## src/rtl/score_pkg.sv

```systemverilog
// Shared types and helpers for the score/high-score display controller.
package score_pkg;

    // One BCD digit; always held in 0..9.
    typedef logic [3:0] bcd_t;

    // Four packed BCD digits, [3] = thousands ... [0] = ones.
    typedef bcd_t [3:0] bcd4_t;

    typedef enum logic [1:0] {
        IDLE = 2'b00,
        PLAY = 2'b01,
        OVER = 2'b10
    } game_state_t;

    // Saturation point of the score counter.
    localparam logic [15:0] BCD_MAX = 16'h9999;

    // Leading-zero suppression flags for a four-digit value.
    // The ones digit is never blanked, so an all-zero value still shows "0".
    function automatic logic [3:0] lead_blank(input bcd4_t v);
        logic [3:0] b;
        b[3] = (v[3] == 4'd0);
        b[2] = b[3] && (v[2] == 4'd0);
        b[1] = b[2] && (v[1] == 4'd0);
        b[0] = 1'b0;
        return b;
    endfunction

endpackage

```

## src/rtl/score_display_ctrl_bcd_digit.sv

```systemverilog
// Single decade of the BCD score counter. Chained through carry to form
// the four-digit score; the clear input has priority over increment.
module bcd_digit
    import score_pkg::*;
(
    input  logic clock,
    input  logic reset_n,
    input  logic clr,
    input  logic inc,
    output bcd_t q,
    output logic carry
);

    bcd_t q_q;
    bcd_t q_d;

    // Ripple into the next decade when this one rolls 9 -> 0.
    assign carry = inc && (q_q == 4'd9);

    // Next digit value: clear, roll over, or step by one.
    always_comb begin
        q_d = q_q;
        if (clr) begin
            q_d = '0;
        end else if (inc) begin
            q_d = carry ? 4'd0 : q_q + 4'd1;
        end
    end

    // Digit register.
    always_ff @(posedge clock or negedge reset_n) begin
        if (!reset_n) begin
            q_q <= '0;
        end else begin
            q_q <= q_d;
        end
    end

    assign q = q_q;

endmodule

```

## src/rtl/score_display_ctrl.sv

```systemverilog
// Game-side controller for the 4-digit seven-segment display: keeps the
// BCD score and session high score, chooses what is shown per game phase,
// alternates score/high after a crash, and flags leading zeros for blanking.
// Display registers are loaded from next-state values so dig*/blank move
// on the same edge as state.
module score_display_ctrl
    import score_pkg::*;
#(
    parameter int BLINK_CYCLES = 25_000_000
)
(
    input  logic       clock,
    input  logic       reset_n,
    input  logic       start,
    input  logic       point,
    input  logic       crash,
    input  logic       clear_high,
    output logic [3:0] dig0,
    output logic [3:0] dig1,
    output logic [3:0] dig2,
    output logic [3:0] dig3,
    output logic [3:0] blank,
    output logic [1:0] state,
    output logic       new_high
);

    localparam int              CW       = (BLINK_CYCLES > 1) ? $clog2(BLINK_CYCLES) : 1;
    localparam logic [CW-1:0]   CNT_LAST = CW'(BLINK_CYCLES - 1);

    game_state_t   state_q, state_d;

    // Score counter chain
    bcd_t          digit_q [4];
    logic          carry_c [4];
    logic          inc_c   [4];
    bcd4_t         score_q;
    bcd4_t         score_nxt;
    logic          score_clr;
    logic          point_ok;

    // Session state
    bcd4_t         high_q, high_d;
    logic          new_high_q, new_high_d;
    logic [CW-1:0] blink_q, blink_d;
    logic          show_high_q, show_high_d;

    // Registered display
    bcd4_t         disp_d, dig_q;
    logic [3:0]    blank_d, blank_q;

    // A new game clears the score; points only count while playing and
    // below the 9999 ceiling, so the chain never wraps.
    assign score_clr = start && ((state_q == IDLE) || (state_q == OVER));
    assign point_ok  = (state_q == PLAY) && point && (score_q != BCD_MAX);

    // Ripple-carry increment chain feeding the digit counters.
    always_comb begin
        inc_c[0] = point_ok;
        for (int i = 1; i < 4; i++) begin
            inc_c[i] = carry_c[i-1];
        end
    end

    for (genvar g = 0; g < 4; g++) begin : g_digit
        bcd_digit u_digit (
            .clock   (clock),
            .reset_n (reset_n),
            .clr     (score_clr),
            .inc     (inc_c[g]),
            .q       (digit_q[g]),
            .carry   (carry_c[g])
        );
    end

    // Current score and its post-edge value (used for crash compare and display).
    always_comb begin
        for (int i = 0; i < 4; i++) begin
            score_q[i] = digit_q[i];
            if (score_clr) begin
                score_nxt[i] = '0;
            end else if (!inc_c[i]) begin
                score_nxt[i] = digit_q[i];
            end else if (carry_c[i]) begin
                score_nxt[i] = '0;
            end else begin
                score_nxt[i] = digit_q[i] + 4'd1;
            end
        end
    end

    // FSM state register.
    always_ff @(posedge clock or negedge reset_n) begin
        if (!reset_n) begin
            state_q <= IDLE;
        end else begin
            state_q <= state_d;
        end
    end

    // FSM next-state: start begins a game, crash ends it; 2'b11 recovers to IDLE.
    always_comb begin
        state_d = state_q;
        case (state_q)
            IDLE:    if (start) state_d = PLAY;
            PLAY:    if (crash) state_d = OVER;
            OVER:    if (start) state_d = PLAY;
            default: state_d = IDLE;
        endcase
    end

    // Session next-state: high-score update on crash, clear in IDLE, and the
    // game-over alternation timer (held at zero outside OVER so entry starts fresh).
    always_comb begin
        high_d      = high_q;
        new_high_d  = new_high_q;
        blink_d     = '0;
        show_high_d = 1'b0;
        case (state_q)
            IDLE: begin
                if (clear_high) high_d = '0;
            end
            PLAY: begin
                if (crash) begin
                    // BCD ordering equals numeric ordering, so a plain compare works.
                    if (score_nxt > high_q) begin
                        high_d     = score_nxt;
                        new_high_d = 1'b1;
                    end else begin
                        new_high_d = 1'b0;
                    end
                end
            end
            OVER: begin
                if (start) begin
                    new_high_d = 1'b0;
                end else if (blink_q == CNT_LAST) begin
                    show_high_d = ~show_high_q;
                end else begin
                    blink_d     = blink_q + CW'(1);
                    show_high_d = show_high_q;
                end
            end
            default: ;
        endcase
    end

    // FSM output: select the value to show after this edge and its blank flags.
    always_comb begin
        case (state_d)
            PLAY:    disp_d = score_nxt;
            OVER:    disp_d = show_high_d ? high_d : score_nxt;
            default: disp_d = high_d;
        endcase
        blank_d = lead_blank(disp_d);
    end

    // Session and display registers.
    always_ff @(posedge clock or negedge reset_n) begin
        if (!reset_n) begin
            high_q      <= '0;
            new_high_q  <= 1'b0;
            blink_q     <= '0;
            show_high_q <= 1'b0;
            dig_q       <= '0;
            blank_q     <= 4'b1110;
        end else begin
            high_q      <= high_d;
            new_high_q  <= new_high_d;
            blink_q     <= blink_d;
            show_high_q <= show_high_d;
            dig_q       <= disp_d;
            blank_q     <= blank_d;
        end
    end

    assign dig0     = dig_q[0];
    assign dig1     = dig_q[1];
    assign dig2     = dig_q[2];
    assign dig3     = dig_q[3];
    assign blank    = blank_q;
    assign state    = state_q;
    assign new_high = new_high_q;

endmodule

```

## config.mk

```make
export PLATFORM = sky130hd
export DESIGN_NAME = score_display_ctrl
export DESIGN_NICKNAME = d
export VERILOG_FILES = /design/src/rtl/score_pkg.sv /design/src/rtl/score_display_ctrl_bcd_digit.sv /design/src/rtl/score_display_ctrl.sv
export SDC_FILE = /design/constraint.sdc
export NUM_CORES = 1
export LEC_CHECK = 0
export CAP_MARGIN = 20
export CORE_UTILIZATION = 32
export DETAILED_ROUTE_END_ITERATION = 7
export PLACE_DENSITY = 0.45
export SKIP_CTS_REPAIR_TIMING = 1
export SLEW_MARGIN = 10
export SYNTH_ARGS = -nofsm -noshare
export SYNTH_HDL_FRONTEND = slang
export SYNTH_HIERARCHICAL = 1
export SYNTH_SLANG_ARGS = --single-unit
```

## constraint.sdc

```tcl
create_clock -name clock -period 7.25 [get_ports clock]
set_clock_uncertainty 0.2 [all_clocks]
set_input_delay 1.45 -clock clock [delete_from_list [all_inputs] [get_ports clock]]
set_output_delay 1.45 -clock clock [all_outputs]
set_load 0.02 [all_outputs]
```

; Yosys cells after proc, flatten, opt, wreduce, memory -nomap -nowiden
; Index checks and enable logic that the tools add are counted.
[op_classes]
magnitude_cmp = 1
shift = 0
n_div = 0
n_mul = 0
bitwise_logic = 1
addsub = 5
n_mux = 31
n_reduce_logical = 17
n_eq_ne = 12
[op_table]
columns = operator, n
row1 = 25-bit two-way mux, 3
row2 = 16-bit two-way mux, 4
row3 = 16-bit one-hot mux with 2 select lines, 2
row4 = 4-bit two-way mux, 12
row5 = 25-bit by 1-bit adder with 25-bit output (second input constant), 1
row6 = 25-bit equality test (second input constant), 1
row7 = 4-bit by 1-bit adder with 4-bit output (second input constant), 4
row8 = 4-bit equality test (second input constant), 4
row9 = 16-bit greater-than comparator, 1
row10 = 16-bit inequality test (second input constant), 1
row11 = 4-bit logical NOT, 3
row12 = 1-bit logical AND, 9
row13 = 1-bit two-way mux, 6
row14 = 2-bit by 1-bit equality test with 1-bit output (second input constant), 2
row15 = 2-bit equality test (second input constant), 2
row16 = 2-bit two-way mux, 2
row17 = 2-bit inequality test (second input constant), 2
row18 = 2-bit one-hot mux with 2 select lines, 1
row19 = 3-bit AND reduction, 1
row20 = 2-bit logical NOT, 1
row21 = 1-bit one-hot mux with 2 select lines, 1
row22 = 2-bit nonzero test, 1
row23 = 2-bit OR reduction, 1
row24 = 1-bit logical OR, 1
row25 = 1-bit NOT, 1
[word_totals]
inputBits = 6
latchBits = 0
ff_bits = 80
mem_count = 0
ramBits = 0
elab_cells = 84
mem_bits_ro = 0
output_inout_bits = 23

; Logic depth before layout (Yosys ltp)
; Gate-level depths: netlist of run 1.
[logic_depth]
word_depth = 19
mapped_depth = 28
depth_no_buf = 27

; Cells and area by module
; The synthesis of run 1 kept the hierarchy.
[by_module_without_submodules]
columns = mod, cells_each, seq_area_each_um2, area_each_um2, n_inst
row1 = score_display_ctrl, 467, 1605.3, 4202.8, 1
row2 = bcd_digit, 26, 100.1, 237.7, 4

; Worst setup path after synthesis of run 1
; No wires, ideal clock.
[synth_path]
path_type = input-to-reg
from = input port point
to = register blank_q[1], in the netlist blank[1]
arrival_time_ns = 6.295
cell_stages = 22
slack_ns = 0.692
required_time_ns = 6.987
setup_ns = 0.063
path_buffers = 1
cell_sequence = nand3b_4 > nor2_1 > inv_1 > nor2_1 > inv_1 > nor2_1 > inv_1 > nor2_1 > clkbuf_1 > nand2b_1 > or3b_2 > a21oi_1 > ha_1 > a21oi_1 > nand2_1 > a21oi_1 > nor4b_1 > o311ai_2 > and4_1 > a211o_1 > a221oi_2 > and4b_1
[synth_lines]
columns = item, line_no
row1 = start: declaration, score_display_ctrl.sv:15  ; input logic point,
row2 = end signal: assignment, score_display_ctrl.sv:172  ; blank_q <= blank_d;
row3 = end: declaration, score_display_ctrl.sv:49  ; logic [3:0] blank_d, blank_q;

==> impl_results.md, run 1 <==
- Status: finished clean
- Initial antenna violation count: 0
- Peak VDD IR: 123 uV
- Fin util: 37.7%
- Met3 usage: 2.45%
- Largest net degree at the start of global routing: 48
- Antenna fix cells: 0
- CP max stage cell: clkdlybuf4s50_1
- Stages on worst setup path: 24
- Placed insts: 807
- Buffer and inverter count on the worst path: 7
- Drt wl/cell: 15.1 um
- Register share of total power: 39.2%
- Routed vias: 4,136
- Mapped Nets: 611
- Synthesized flop and latch total: 80
- Height of the die: 129 um
- Tmin final: 6.62 ns
- Clk_lat worst skew: 0.35 ns
- Critical path peak fanout: 12
- Hold Crit Depth: 1
- Setup slack after layout: 0.631 ns
- H-Tree Level Count: 3
- Final instance area: 0.00597 mm^2
- Drt pass-1 iters: 4
- Post-synthesis sequential area ratio: 38.9%
- Setup violators final: 0
- Total track usage: 16.4%
- EDFF count, synth: 0
- Measured slew at the worst slew-check pin: 0.821 ns
- Area Overhead vs Synth: 15.8%
- Number of global-route vias before repair: 4,103
- Ys flop type: dfrtp_1
- Root Buffer: clkbuf_16
- Final max-slew violation count: 0
- Critical path's most frequent cell: inv_1
- Critical Path Sink Type: flip-flop
- Worst reg-to-reg path cell count: 25
- Avg Cell Area, Syn: 9.03 um^2
- Yosys cell types: 84
- RD Place Congestion: 0.851
- Clock transition at path regs: 0.06 ns
- PD cells: 206 mW/mm^2
- Gate power share: 20.0%
- CTS tree: built
- WL final: 12.5 mm
- Critical Path AT: 6.70 ns
- Peak Freq: 0.151 GHz
- GR Util met2: 27.5%
- Yosys warnings: 6
- # DRC: 0
- Layout cells sized above 1: 10.4%
- Layout Cells excl Fill: 823
- Nets@finish: 642
- Core area: 0.0158 mm^2
- Row count: 46
- Cell Chain, Critical Path: clkdlybuf4s50_1, nand3b_4, nor2_1, inv_1, nor2_1, inv_1, nor2_1, inv_1, nor2_1, inv_1, nor2_1, nand2b_1, mux2i_1, nand2_1, inv_1, ha_1, nand4_1, nor4_2, inv_1, o311ai_2, nand2_1, a211o_1, a221oi_2, and4b_1
- Initial Util: 32.6%
- IO Pins: 29
- IO Port Bufs: 27
- Final hold violation count: 0
- Total CTS buffers: 9
- Int Pwr: 855 uW
- CP Class: primary input to flip-flop
- Synth async-reset ratio: 100%
- Most frequent cells in the layout: 77 x dfrtp_1, 63 x nand2_1, 57 x nor2_1
- Final worst-path cycle share: 91.3%
- Die width: 129 um
- CP Data Required Time: 7.33 ns
- Max-slew headroom: 45.1%
- Clk buf depth: 2
- Startpoint types: primary input
- DRT iter0 DRCs: 214
- DP Area: 0.00564 mm^2
- Switching Fraction: 30.4%
- Setup WS pre-CTS: 0.332 ns
- Gr busiest metal: met2
- Die area: 0.0166 mm^2
- Setup tns final: 0 ns
- Crit-path max cell delay: 0.51 ns
- Most common library cell in the layout ignoring fill and taps: dfrtp_1
- First-pass GRT wire length: 21.1 mm
- Gr ovfl total: 0
- MaxCap Viol Count: 0
- Hold crit path type: flip-flop to flip-flop
- Synthesized instance count: 571
- Final ANT Viol Nets: 0
- Clock power share: 40.8%
- CTS Sinks: 80
- Net Sw Power: 373 uW
- Fillcell total: 1,604
- Synthesized area: 0.00515 mm^2
- GRT met1 Usage: 20.9%
- RSZ-0062 raised after global routing: false
- Leak: 2.51 nW
- Vias per cell: 5.03
- Cell family with most CP delay: simple AND/OR/NAND/NOR gates
- Detailed Place HPWL: 9.10 mm
-- flip-flops by register name, summed over array words and instances, names as in the netlist --
| signal | cells |
|---|---|
| new_high | 1 |
| show_high_q | 1 |
| state | 2 |
| blink_q | 25 |
| dig3 | 4 |
| g_digit.u_digit/q | 16 |
| dig2 | 4 |
| dig1 | 4 |
| high_q | 16 |
| blank | 3 |
| dig0 | 4 |
-- per-layer routing --
metal | up-vias | part of all wire [%]
met5 | - | 0
met4 | 0 | 2.0
met3 | 14 | 2.0
met2 | 48 | 48
met1 | 2004 | 48
li1 | 2070 | -
-- layout make-up --
class,count,area (um^2),area share (%)
Clock inverter,4,77.6,1.30
Multi-Input combinational cell,424,2840,47.6
Inverter,51,191,3.21
Tap cell,216,270,4.53
Sequential cell,80,2010,33.6
Clock buffer,12,246,4.13
Timing Repair Buffer,36,335,5.62
-- power groups by stage --
stage	Clock (mW)	Combinational, mW	Sequential (mW)
finish	0.502	0.246	0.481
global route	0.536	0.272	0.485
CTS	0.520	0.249	0.481
detailed placement	0	0.247	0.489
global placement	0	0.250	0.489
floorplan	0	0.183	0.489
-- logic make-up (layout without fill, tap and decap cells) --
logic type	Yosys count	after routing	synth area share [%]
buffers and inverters	67	103	5.95
xor gates and xnor gates	20	20	3.40
muxes	10	10	2.11
other	1	1	0.0728
and+or+nand+nor	234	234	24.6
AOI/OAI and AO/OA	125	125	16.7
DFF	80	80	38.9
adders and majority gates	34	34	8.25
-- through the flow --
step | hold slack, ns | power [mW]
floorplan | 0.248 | 0.672
global placement | 0.275 | 0.738
detailed placement | 0.279 | 0.736
CTS | 0.290 | 1.25
global route | 0.332 | 1.29
finish | 0.284 | 1.23
-- Yosys cell counts (3+ instances only) --
library cell,n,share of area [%]
o22ai_1,4,0.49
a21oi_2,4,0.68
nor4_1,4,0.49
a21oi_1,33,3.2
a21o_1,3,0.44
nand3b_1,15,2.2
clkbuf_1,7,0.51
nand3_1,32,3.1
and3_1,7,0.85
dfstp_2,3,1.5
dfrtp_1,77,37
mux2_2,3,0.66
buf_6,3,0.66
or3_1,3,0.36
ha_1,34,8.3
and2_1,3,0.36
xor2_1,10,1.7
a21boi_0,4,0.58
mux2i_1,6,1.2
o21ai_1,4,0.39
nor3_1,6,0.58
and4b_1,5,0.97
o21ai_0,41,4.0
xnor2_1,10,1.7
nor2_1,57,4.2
nand2_1,63,4.6
nand2b_1,3,0.36
nor2b_1,4,0.49
nand4_1,7,0.85
inv_1,49,3.6
a211o_1,5,0.85
-- path summary, 6_finish.rpt --
kind	from	endpoint	slack, ns
setup / recovery	point	blank[1]	0.63
hold / removal	blink_q[0]	blink_q[0]	0.28
setup reg to reg	g_digit[2].u_digit/q[0]	blank[1]	1.40
hold reg to reg	blink_q[0]	blink_q[0]	0.28
max in group asynchronous	reset_n	g_digit[2].u_digit/q[1]	5.03
min in group asynchronous	reset_n	dig0[2]	0.83
Note: power is estimated with default switching activity, not from simulation.
==> run 2, diff against run 1 <==
Settings changed: CORE_MARGIN from default to 2.
==> run 2 against run 1 <==
  * Cell area fell by 0.34%
  * Count of clock-buffer cells in the layout shrank 3
  * Non-clock buffer count unchanged
  * Global-route usage shrank 0.89 points
  * Combinational power about the same
  * Critical path depth unchanged
  * Highest routed layer unchanged
  * Largest power group is now registers
  * Setup slack better by 0.012 ns
==> impl_results.md, run 2 (same netlist as run 1, synthesis figures left out) <==
- Status: finished clean
- Final max-slew violation count: 0 (unchanged)
- Setup violators final: 0 (unchanged)
- Die width: 131 um (+1.6%)
- Hold Crit Depth: 1 (unchanged)
- Buffer and inverter count on the worst path: 6 (-1)
- Die area: 0.0171 mm^2 (+3.1%)
- Startpoint types: primary input
- Detailed Place HPWL: 9.02 mm (-0.89%)
- DP Area: 0.00564 mm^2 (unchanged)
- CP Launch Point: point
- Clk_lat worst skew: 0.35 ns (about the same)
- Crit-path max cell delay: 0.53 ns (+0.02 ns)
- Core area: 0.0158 mm^2 (unchanged)
- Drt wl/cell: 14.9 um (-1.3%)
- Height of the die: 131 um (+1.6%)
- IO Pins: 29 (unchanged)
- CP Class: primary input to flip-flop
- Switching Fraction: 32.2% (+1.8 points)
- IO Port Bufs: 27 (unchanged)
- Layout Cells excl Fill: 823 (unchanged)
- # DRC: 0 (unchanged)
- Initial antenna violation count: 0 (unchanged)
- Max-slew headroom: 48.0% (+2.9 points)
- Nets@finish: 642 (unchanged)
- Cell Chain, Critical Path: clkdlybuf4s50_1, nand3b_4, nor2_1, inv_1, nor2_1, inv_1, nor2_1, inv_1, nor2_1, inv_1, nor2_1, nand2b_1, nor2_1, a22oi_1, nor2_1, ha_1, nand4_1, nor4_2, inv_1, o311ai_2, nand2_1, a211o_1, a221oi_2, and4b_1
- CP max stage cell: clkdlybuf4s50_1
- Final hold violation count: 0 (unchanged)
- Row count: 46 (unchanged)
- H-Tree Level Count: 3 (unchanged)
- Hold Path Origin: blink_q[0]
- R2R setup slack: 1.42 ns (+0.02 ns)
- Clock transition at path regs: 0.06 ns (about the same)
- Final ANT Viol Nets: 0 (unchanged)
- Largest net degree at the start of global routing: 46 (-4.2%)
- Total CTS buffers: 9 (unchanged)
- WL final: 12.3 mm (-1.3%)
- Vias per cell: 4.93 (-1.9%)
- PD cells: 202 mW/mm^2 (-2.0%)
- Number of global-route vias before repair: 3,970 (-3.2%)
- Peak VDD IR: 98.5 uV (-20%)
- Clock power share: 39.4% (-1.4 points)
- Worst R2R End: blank[1]
- Critical Path AT: 6.69 ns (about the same)
- Total track usage: 15.5% (-0.89 points)
- Initial Util: 32.6% (unchanged)
- Layout cells sized above 1: 10.7% (+0.33 points)
- Tmin final: 6.61 ns (-0.0121 ns)
- RSZ-0062 raised after global routing: false
- Drt pass-1 iters: 4 (unchanged)
- Clk buf depth: 2 (unchanged)
- Hold endpoint: blink_q[0]
- Antenna fix cells: 0 (unchanged)
- DRT iter0 DRCs: 214 (unchanged)
- Routed vias: 4,058 (-1.9%)
- CTS Sinks: 80 (unchanged)
- Placed insts: 807 (unchanged)
- Fillcell total: 1,607 (+0.19%)
- Cell family with most CP delay: simple AND/OR/NAND/NOR gates
- Reg2reg start: g_digit[3].u_digit/q[0]
- Critical Path Sink Type: flip-flop
- Area Overhead vs Synth: 15.4%
- Int Pwr: 814 uW (-4.9%)
- Gate power share: 20.5% (+0.5 points)
- MaxCap Viol Count: 0 (unchanged)
- Setup tns final: 0 ns (unchanged)
- Net Sw Power: 386 uW (+3.4%)
- Total power: 1.20 mW (-2.4%)
- Peak Freq: 0.151 GHz (+0.18%)
- Most common library cell in the layout ignoring fill and taps: dfrtp_1
- Worst reg-to-reg path cell count: 25 (unchanged)
- Root Buffer: clkbuf_16
- Gr ovfl total: 0 (unchanged)
- Critical path peak fanout: 11 (-1)
- Final worst-path cycle share: 91.1% (-0.17 points)
- Leak: 2.50 nW (-0.48%)
- RD Place Congestion: 0.825 (-3.2%)
- Largest register by flop count: blink_q
- Most frequent cells in the layout: 77 x dfrtp_1, 63 x nand2_1, 57 x nor2_1
- CP Data Required Time: 7.34 ns (about the same)
- Measured slew at the worst slew-check pin: 0.778 ns (-0.0430 ns)
- Hold crit path type: flip-flop to flip-flop
- Register share of total power: 40.1% (+0.9 points)
- Number of flip-flops in the largest register: 25 (unchanged)
- First-pass GRT wire length: 20.4 mm (-3.0%)
- Critical path's most frequent cell: nor2_1
- Final instance area: 0.00595 mm^2 (-0.34%)
- CTS tree: built
run 2: changes by cell type in the layout (fill, tap and decap cells not counted):
cell        change
clkinvlp_4      +2
clkinv_2        +1
bufinv_16       -1
inv_6           +1
clkbuf_8        -1
inv_8           +1
clkinv_4        -1
clkbuf_1        -2
run 2: metrics by stage:
stage,hold WS [ns],setup slack [ns],util [%]
after floorplan,0.248,0.692,-
after global placement,0.277,0.467,35.7
after detailed placement,0.274,0.279,35.7
after CTS,0.286,0.640,37.6
after global routing,0.316,0.133,37.6
final,0.283,0.643,37.6
run 2: per-layer routing:
metal / track usage (%) / up-vias / wire length [um]
met4: 5.07 / 0 / 163
met1: 20.5 / 1926 / 5930
met5: 0 / - / 0
met3: 3.42 / 12 / 369
met2: 25.2 / 53 / 5840
li1: - / 2067 / -
run 2: worst max path at each step:
stage,depth (start not counted),endpoint,slack (ns)
floorplan,22,blank[1],0.69
global placement,22,blank[1],0.47
detailed placement,22,blank[1],0.28
CTS,24,blank[1],0.64
global route,24,blank[1],0.13
finish,24,blank[1],0.64
run 2: area by class of cell:
| type | count | area (um^2) | share of cell area, % |
|---|---|---|---|
| well taps | 216 | 270 | 4.54 |
| inverters | 51 | 191 | 3.22 |
| multi-input cells | 424 | 2840 | 47.8 |
| repair buffers | 36 | 335 | 5.64 |
| clock buffers | 9 | 225 | 3.79 |
| clock inverters | 7 | 78.8 | 1.33 |
| flip-flops and latches | 80 | 2010 | 33.7 |
run 2: worst register-to-register path, stage by stage (launching register included):
cell and delay (ns):
dfrtp_1 0.55, ha_1 0.22, nand4b_1 0.17, nor3_4 0.33, nor2_1 0.09, inv_1 0.11
nor2_1 0.07, inv_1 0.08, nor2_1 0.07, inv_1 0.09, nor2_1 0.11, inv_1 0.11
nor2_1 0.07, nand2b_1 0.18, or3b_2 0.49, a21oi_1 0.22, ha_1 0.30, nand4_1 0.17
nor4_1 0.08, a21oi_1 0.12, nor4b_1 0.53, o311a_4 0.34, o31ai_4 0.08, nor2_1 0.59
a221oi_2 0.18, and4b_1 0.23
run 2: power groups by stage:
| stage | sequential (mW) | clock, mW | combinational (mW) |
|---|---|---|---|
| after global routing | 0.485 | 0.503 | 0.274 |
| after CTS | 0.481 | 0.487 | 0.250 |
| after floorplan | 0.489 | 0 | 0.183 |
| final | 0.481 | 0.473 | 0.246 |
| after global placement | 0.489 | 0 | 0.250 |
| after detailed placement | 0.489 | 0 | 0.249 |
==> run 3, diff against run 2 <==
--- a/config.mk
+++ b/config.mk
@@ -7,2 +7,3 @@
 export LEC_CHECK = 0
+export ABC_CLOCK_PERIOD_IN_PS = 7250
 export CAP_MARGIN = 20
--- a/constraint.sdc
+++ b/constraint.sdc
@@ -4,2 +4,2 @@
 set_output_delay 1.45 -clock clock [all_outputs]
-set_load 0.02 [all_outputs]
+set_load 0.05 [all_outputs]
==> results of run 3 <==
Same layout as run 2 (identical final DEF). Status: finished clean.
Among the figures that moved: total power 1.20 mW -> 1.22 mW
